`config.mk`:
```
export PLATFORM = sky130hd
export DESIGN_NAME = aes_protocol_monitor
export DESIGN_NICKNAME = d
export VERILOG_FILES = /design/src/rtl/aes_protocol_monitor.sv
export SDC_FILE = /design/constraint.sdc
export NUM_CORES = 1
export LEC_CHECK = 0
export CORE_AREA = 2 2 82 84
export DETAILED_ROUTE_END_ITERATION = 7
export DIE_AREA = 0 0 84 86
export PLACE_DENSITY_LB_ADDON = 0.05
export SYNTH_ARGS = -nofsm -noshare
export SYNTH_HDL_FRONTEND = slang
export SYNTH_SLANG_ARGS = --single-unit
```
`constraint.sdc`:
```
create_clock -name clk -period 2.4 [get_ports clk]
set_input_delay 0.48 -clock clk [delete_from_list [all_inputs] [get_ports clk]]
set_output_delay 0.48 -clock clk [all_outputs]
set_load 0.02 [all_outputs]
```
`src/rtl/aes_protocol_monitor.sv`:
```
// Passive AES core observer: judges (prev, current) state pairs, round numbering, output_valid timing, enables, busy timeout.
// Latency: a violation on the inputs sampled at edge N appears on err_pulse/err_flags after edge N+1. No backpressure; never drives the core.
module aes_protocol_monitor #(
    parameter int KEY_BITS = 128,
    parameter int CNT_W    = 8,
    parameter int MAX_LAT  = 96
) (
    input  logic             clk,
    input  logic             rst,
    input  logic [2:0]       current_state,
    input  logic [3:0]       round_counter,
    input  logic             input_valid,
    input  logic             output_valid,
    input  logic             enable_key_expansion,
    input  logic             enable_sub_bytes,
    input  logic             enable_shift_rows,
    input  logic             enable_add_round_key,
    input  logic             err_clear,
    output logic [4:0]       err_flags,
    output logic             err_pulse,
    output logic [CNT_W-1:0] err_count,
    output logic [4:0]       first_err_vec,
    output logic [2:0]       first_err_state,
    output logic [CNT_W-1:0] blocks_done
);
    localparam int NR = (KEY_BITS == 128) ? 10 : (KEY_BITS == 192) ? 12 : (KEY_BITS == 256) ? 14 : 0;
    localparam logic [3:0] NR_V = 4'(NR);
    localparam int BW = $clog2(MAX_LAT + 2);
    localparam logic [BW-1:0] BUSY_LIM = BW'(MAX_LAT + 1);

    generate
        if (NR == 0 || MAX_LAT < 5 * NR) begin : g_bad_param
            $error("aes_protocol_monitor: unsupported KEY_BITS or MAX_LAT too small");
        end
    endgenerate

    localparam logic [2:0] S_IDLE = 3'd0, S_INIT = 3'd1, S_KE = 3'd2, S_SB = 3'd3,
                           S_SR = 3'd4, S_MC = 3'd5, S_ARK = 3'd6;

    logic [2:0]    prev_state;
    logic [3:0]    prev_round;
    logic          prev_iv;
    logic [3:0]    exp_round;
    logic [BW-1:0] busy_cnt;

    logic [4:0]    viol_q;
    logic [2:0]    state_q;
    logic          clr_q;
    logic          done_q;

    logic          trans_ok;
    logic [3:0]    exp_now;
    logic          valid_req;
    logic          busy;
    logic [4:0]    viol;

    always_comb begin
        trans_ok = 1'b0;
        case (prev_state)
            S_IDLE:  trans_ok = prev_iv ? (current_state == S_INIT) : (current_state == S_IDLE);
            S_INIT:  trans_ok = (current_state == S_KE);
            S_KE:    trans_ok = (current_state == S_SB);
            S_SB:    trans_ok = (current_state == S_SR);
            S_SR:    trans_ok = (prev_round < NR_V && current_state == S_MC) ||
                                (prev_round == NR_V && current_state == S_ARK);
            S_MC:    trans_ok = (current_state == S_ARK);
            S_ARK:   trans_ok = (prev_round < NR_V && current_state == S_KE) ||
                                (prev_round == NR_V && current_state == S_IDLE);
            default: trans_ok = 1'b0;
        endcase

        // Round numbering restarts at INITIAL_ROUND and advances on each fresh KEY_EXPANSION.
        exp_now = exp_round;
        if (current_state == S_INIT)
            exp_now = 4'd0;
        else if (current_state == S_KE && prev_state != S_KE)
            exp_now = exp_round + 4'd1;

        valid_req = (prev_state == S_ARK) && (prev_round == NR_V) && (current_state == S_IDLE);
        busy      = (current_state != S_IDLE);

        viol    = 5'd0;
        viol[0] = !trans_ok;
        viol[1] = busy && (round_counter != exp_now);
        viol[2] = (output_valid != valid_req);
        viol[3] = (enable_key_expansion != (current_state == S_KE)) ||
                  (enable_sub_bytes     != (current_state == S_SB)) ||
                  (enable_shift_rows    != (current_state == S_SR)) ||
                  (enable_add_round_key != (current_state == S_INIT || current_state == S_ARK));
        viol[4] = busy && (busy_cnt == BUSY_LIM - 1'b1);
    end

    always_ff @(posedge clk) begin
        if (rst) begin
            prev_state <= S_IDLE;
            prev_round <= 4'd0;
            prev_iv    <= 1'b0;
            exp_round  <= 4'd0;
            busy_cnt   <= '0;
            viol_q     <= 5'd0;
            state_q    <= 3'd0;
            clr_q      <= 1'b0;
            done_q     <= 1'b0;
        end else begin
            prev_state <= current_state;
            prev_round <= round_counter;
            prev_iv    <= input_valid;
            // Resync to the observed round so one skip is reported only once.
            exp_round  <= busy ? round_counter : 4'd0;
            if (!busy)
                busy_cnt <= '0;
            else if (busy_cnt != BUSY_LIM)
                busy_cnt <= busy_cnt + 1'b1;
            viol_q     <= viol;
            state_q    <= current_state;
            clr_q      <= err_clear;
            done_q     <= valid_req && output_valid;
        end
    end

    always_ff @(posedge clk) begin
        if (rst) begin
            err_flags       <= 5'd0;
            err_pulse       <= 1'b0;
            err_count       <= '0;
            first_err_vec   <= 5'd0;
            first_err_state <= 3'd0;
            blocks_done     <= '0;
        end else begin
            err_pulse   <= (viol_q != 5'd0);
            blocks_done <= blocks_done + CNT_W'(done_q);
            if (clr_q) begin
                // Clear first, then record whatever the same sample flagged.
                err_flags       <= viol_q;
                err_count       <= (viol_q != 5'd0) ? CNT_W'(1) : '0;
                first_err_vec   <= viol_q;
                first_err_state <= (viol_q != 5'd0) ? state_q : 3'd0;
            end else if (viol_q != 5'd0) begin
                err_flags <= err_flags | viol_q;
                if (err_count != '1)
                    err_count <= err_count + 1'b1;
                if (err_count == '0) begin
                    first_err_vec   <= viol_q;
                    first_err_state <= state_q;
                end
            end
        end
    end
endmodule

```
==> results by group, run 1 <==
Timing
  • Final Slew Violations: 0
  • Worst-Margin Slew: 0.676 ns
  • Final setup violation count: 0
  • Worst Skew: 0.0105 ns
  • Period minus WS final: 2.01 ns
  • Fin crit share: 83.9%
  • Slew HR: 54.9%
  • FMAX: 497 MHz
  • Setup TNS: 0 ns
  • RSZ-0062 raised after global routing: false
  • Final hold violations: 0

Floorplanning
  • Die height: 86 um
  • Starting Density: 39.1%
  • Horiz. Die Dim: 84 um
  • Core ar.: 0.00628 mm2
  • IO Count: 46
  • Num rows: 29
  • Die area: 0.00722 mm2

GRT
  • Gr usage total: 15.6%
  • Vias in the first global route: 1855
  • Largest net degree at the start of global routing: 27
  • First-pass GRT wire length: 9.16 mm
  • Initial antenna violation count: 0
  • GRT overflow: 0

Final layout
  • Layout area overhead: 26.0%
  • # nets final: 345
  • Fin util: 49.3%
  • Ant. Diodes: 0
  • Layout cell share with drive strength beyond 1: 6.54%
  • Fill cells: 624

Setup path
  • CP Max Fanout: 6
  • Worst path required time: 2.57 ns
  • Kind of critical path: primary input to flop
  • Arr. time, crit path: 2.18 ns
  • CP startpoint kind: primary input
  • CP Capture Type: flop

Clock network
  • Post-CTS sizing: 0
  • Clk pin slew, worst setup/hold paths: 0.10 ns
  • CTS tree: yes
  • Clk_lat worst skew: 0.30 ns
  • Post-CTS repair timing setup buffer count: 0
  • Hold buffer count at cts: 0
  • Clock Sinks: 56
  • Total CTS buffers: 5
  • CTS root buffer: clkbuf_8
  • Clock Path Buffers: 2
  • Clock H-tree levels: 2

Logic synthesis
  • Area share of and/or/nand/nor cells after synthesis: 26.2%
  • Complex-gate fraction of the synthesized area: 13.7%
  • Dominant cell type by area after synthesis: dfxtp_1
  • Synth top area cells: dfxtp_1 46%, ha_1 4.6%, a21oi_1 4.3%
  • Synth top cells by count: 56 x dfxtp_1, 27 x nor2_1, 21 x a21oi_1, 17 x nand2_1
  • Cells after Synth: 273
  • Post-synth EDFFs: 0
  • Most common flop cell mapped by yosys: dfxtp_1
  • Synth Area in Adders: 4.58%
  • Post-synthesis xor/xnor area fraction: 6.42%
  • Synth Warn #: 0
  • Most frequent cell after synthesis: dfxtp_1
  • Synth cell types: 50
  • Yosys reg bits: 56
  • Synth async-reset ratio: 0%
  • Largest family of logic cells by synthesized area: simple AND/OR/NAND/NOR gates
  • Post-Syn Area: 0.00246 mm2
  • Synthesized area per cell: 9.00 um2
  • Post-synth top area share: 45.6%
  • Syn nets: 298
  • Register area share after synthesis: 45.6%
  • Post-synthesis mux area share: 0.407%

Routing
  • Via count: 2041
  • Pre-Repair DR Iteration Count: 4
  • First DRT Iteration DRCs: 86
  • Post-route ant nets: 0
  • Drt wl/cell: 13.3 um
  • Final WL: 5.31 mm
  • Via-to-Cell Ratio: 5.13
  • DRC: 0

Place
  • Gpl congestion: 0.766
  • HPWL Detailed: 3.86 mm
  • # port buffers: 45

Run
  • Max Cap Viol: 0

Pwr
  • Pleak: 1.18 nW
  • Pwr Density: 588 mW/mm2
  • Peak VDD IR: 327 uV

Hold path
  • Min-Delay Path Class: flop to flop

Run status
  • Status: complete, no violations
state kept, by name, indices dropped and copies added (netlist names):
signal           flops
err_pulse            1
blocks_done          8
state_q              3
exp_round            4
first_err_state      3
err_count            8
viol_q               5
err_flags            5
done_q               1
prev_iv              1
clr_q                1
busy_cnt             7
first_err_vec        5
prev_round           4
placed cells by master, fill, tap and decap left out, drive strengths merged, types with 8 or more instances in the layout:
cell           count
dfxtp             56
nand2             17
nor2              27
nand3             15
xnor2              9
o21ai             13
nor2b             15
a21oi             22
xor2               9
ha                 9
inv                8
clkdlybuf4s50     45
path summary, 6_finish.rpt:
kind | startpoint | endpoint | slack, ns | depth (start not counted)
setup / recovery | current_state[2] | viol_q[1] | 0.39 | 6
hold / removal | first_err_vec[0] | first_err_vec[0] | 0.46 | 2
setup reg to reg | err_count[0] | first_err_state[0] | 0.45 | 7
hold reg to reg | first_err_vec[0] | first_err_vec[0] | 0.46 | 2
area by class of cell:
| cell class | instances | area, um2 | area share, % |
|---|---|---|---|
| tap | 77 | 96.3 | 3.11 |
| inverter | 7 | 26.3 | 0.849 |
| timing repair buffer | 51 | 495 | 16.0 |
| multi-input combinational | 199 | 1260 | 40.7 |
| sequential | 56 | 1120 | 36.2 |
| clock inverter | 2 | 13.8 | 0.445 |
| clock buffer | 6 | 82.6 | 2.67 |
report_power, final:
| part | switching (mW) | internal (mW) |
|---|---|---|
| registers | 0.0388 | 0.970 |
| logic | 0.135 | 0.129 |
| clock network | 0.310 | 0.237 |
stage by stage:
step / cells / worst slack, ns / total power, mW / hold WS, ns / area (um2)
6_report: 398 / 0.387 / 1.82 / 0.456 / 3100
5_1_grt: 398 / 0.271 / 1.91 / 0.480 / 3100
4_1_cts: 398 / 0.417 / 1.84 / 0.458 / 3100
3_5_place_dp: 390 / 0.0889 / 1.30 / 0.445 / 3000
3_3_place_gp: 390 / 0.138 / 1.29 / 0.440 / 3000
2_1_floorplan: 273 / 0.504 / 1.18 / 0.453 / 2460
per-layer routing:
metal / vias up / track usage [%] / wire (um)
met4: 0 / 4.55 / 57
met2: 44 / 24.6 / 2460
met3: 8 / 3.56 / 173
met5: - / 0 / 0
met1: 943 / 21.5 / 2620
li1: 1046 / - / -
cells by family after synthesis:
family | Yosys count
flip-flops | 56
AND/OR/NAND/NOR | 116
XOR/XNOR | 18
adder cells (fa/ha/maj) | 9
AO/OA/AOI/OAI | 55
buffers and inverters | 18
multiplexers | 1
worst max-delay path: stages:
cell	delay, ns
clkdlybuf4s50_1	0.43
or3b_1	0.47
o31a_1	0.32
o21ai_1	0.16
xor2_1	0.17
a41oi_1	0.14
No activity file was read; power rests on OpenSTA's default activity.
==> run 2: changes to the inputs <==
==> constraint.sdc (replaced) <==
create_clock -name clk -period 1.8 [get_ports clk]
set_input_delay 0.36 -clock clk [delete_from_list [all_inputs] [get_ports clk]]
set_output_delay 0.36 -clock clk [all_outputs]
set_load 0.02 [all_outputs]
==> run 2 against run 1 <==
Compared with the run above:
- worst setup slack lost 0.38 ns
- combinational power grew 61%
- register-to-register slack lost 0.44 ns
- count of clock-buffer cells in the layout is the same
- sequential power grew 33%
- die area is the same
- core utilization grew 4.7 points
==> results by group, run 2 (same netlist as run 1, synthesis figures left out) <==
Floorplanning
  • Core ar.: 0.00628 mm2
  • IO Count: 46
  • Num rows: 29
  • Die area: 0.00722 mm2
  • Die height: 86 um
  • Starting Density: 39.1%
  • Horiz. Die Dim: 84 um

Setup path
  • Worst r2r src: err_count[0]
  • CP Capture Type: flop
  • Arr. time, crit path: 2.04 ns
  • Critical Path Source: err_count[0]
  • CP startpoint kind: flop
  • Crit path largest cell delay: 0.50 ns
  • R2R depth: 7
  • CP max-delay cell: or4_4
  • Kind of critical path: flop to flop
  • Worst path required time: 2.05 ns
  • Crit-path cells: buf_4 > ha_4 > and2_4 > nand4_1 > a21oi_4 > or4_4 > a21oi_2
  • CP Max Fanout: 6

Hold path
  • Min-Delay Path Class: primary input to flop
  • Hold path cells: 3
  • HP Start: current_state[1]

Timing
  • Final setup violation count: 0
  • Fin crit share: 99.4%
  • Fin Hold WS: 0.457 ns
  • FMAX: 559 MHz
  • Period minus WS final: 1.79 ns
  • Final hold violations: 0
  • RSZ-0062 raised after global routing: true
  • Setup WS post-layout: 0.0113 ns
  • Worst-Margin Slew: 0.487 ns
  • Setup TNS: 0 ns
  • Slew HR: 67.3%
  • Worst Skew: 0.00762 ns
  • Final Slew Violations: 0

Place
  • HPWL Detailed: 4.07 mm
  • Placed Area: 0.00317 mm2
  • Gpl congestion: 0.798
  • Placed cells: 412
  • # port buffers: 45
  • Pre-CTS setup slack: -0.328 ns

Final layout
  • # nets final: 370
  • Layout area overhead: 37.9%
  • Register Area: 0.00113 mm2
  • Top flop regs: blocks_done (8), err_count (8), busy_cnt (7)
  • Fin util: 54.0%
  • Commonest non-fill, non-tap cell in the layout: dfxtp_1
  • Multi-input logic area: 0.00133 mm2
  • Non-filler cells, final: 423
  • Layout cell share with drive strength beyond 1: 17.6%
  • Final instance area: 0.00339 mm2
  • Most frequent cells in the layout: 54 x dfxtp_1, 39 x clkdlybuf4s50_1, 27 x nor2_1, 27 x buf_4, 18 x a21oi_1
  • Ant. Diodes: 0
  • Fill cells: 620

Routing
  • Drt wl/cell: 12.9 um
  • First DRT Iteration DRCs: 95
  • Via count: 2106
  • Via-to-Cell Ratio: 4.98
  • Met2 wire len: 2.80 mm
  • DRC: 0
  • Top Layer Used: met4
  • Wire length on met3: 185 um
  • Final WL: 5.48 mm
  • Wl on met1: 2.47 mm
  • Pre-Repair DR Iteration Count: 4
  • Post-route ant nets: 0

Run
  • Max Cap Viol: 0

Clock network
  • Hold buffer count at cts: 0
  • Total CTS buffers: 5
  • CTS root buffer: clkbuf_8
  • Clock H-tree levels: 2
  • CTS tree: yes
  • Clock Path Buffers: 2
  • Clk pin slew, worst setup/hold paths: 0.10 ns
  • Clk_lat worst skew: 0.31 ns
  • Clock Sinks: 56

GRT
  • Gr usage total: 15.7%
  • Vias in the first global route: 1985
  • Largest net degree at the start of global routing: 26
  • First-pass GRT wire length: 9.13 mm
  • Initial antenna violation count: 0
  • GRT overflow: 0

Pwr
  • Pwr Density: 734 mW/mm2
  • Peak VDD IR: 383 uV
  • Pwr Total: 2.49 mW
  • Pleak: 1.40 nW

Run status
  • Status: complete, no violations
## run 2: cell types whose count changed in the layout (fill, tap and decap cells not counted), sizes merged
cell           before  now
buf                 6   31
dlygate4sd2         0    1
dlymetal6s2s        0    5
clkdlybuf4s50      45   39
## run 2: repair_timing
item                       in CTS  in global routing
resized for setup               7                 19
setup buffers                   2                  1
pin swaps                       8                 11
setup endpoints to repair       7                 11
cloned                          0                  0
## run 2: critical path: cells and delay by family (launching register included)
family | cells | cell delay [ns]
simple gates | 3 | 0.81
flops | 1 | 0.36
compound gates | 2 | 0.25
buf+inv | 1 | 0.15
fa+ha+maj | 1 | 0.15
## run 2: layer usage
metal  global-route usage (%)  vias to the layer above
met5                        0                        -
met4                     3.52                        0
met3                     3.95                        2
met2                     27.6                       32
met1                     19.6                      974
li1                         -                     1098
## run 2: power by group
part	switching [mW]	internal (mW)	total, mW	leakage [nW]
clock network	0.408	0.316	0.724	0.0516
registers	0.0464	1.29	1.34	0.460
logic	0.203	0.221	0.424	0.885
total	0.657	1.83	2.49	1.40
## run 2: layout make-up
cell class / instances / area share [%]
multi-input cells: 199 / 39.3
flip-flops and latches: 56 / 33.2
repair buffers: 76 / 20.9
well taps: 77 / 2.84
clock buffers: 6 / 2.44
inverters: 7 / 0.849
clock inverters: 2 / 0.406
## run 2: final timing paths
check                     end  slack (ns)
min reg2reg  first_err_vec[2]        0.46
max reg2reg      err_count[7]        0.01
max              err_count[7]        0.01
min                state_q[1]        0.46
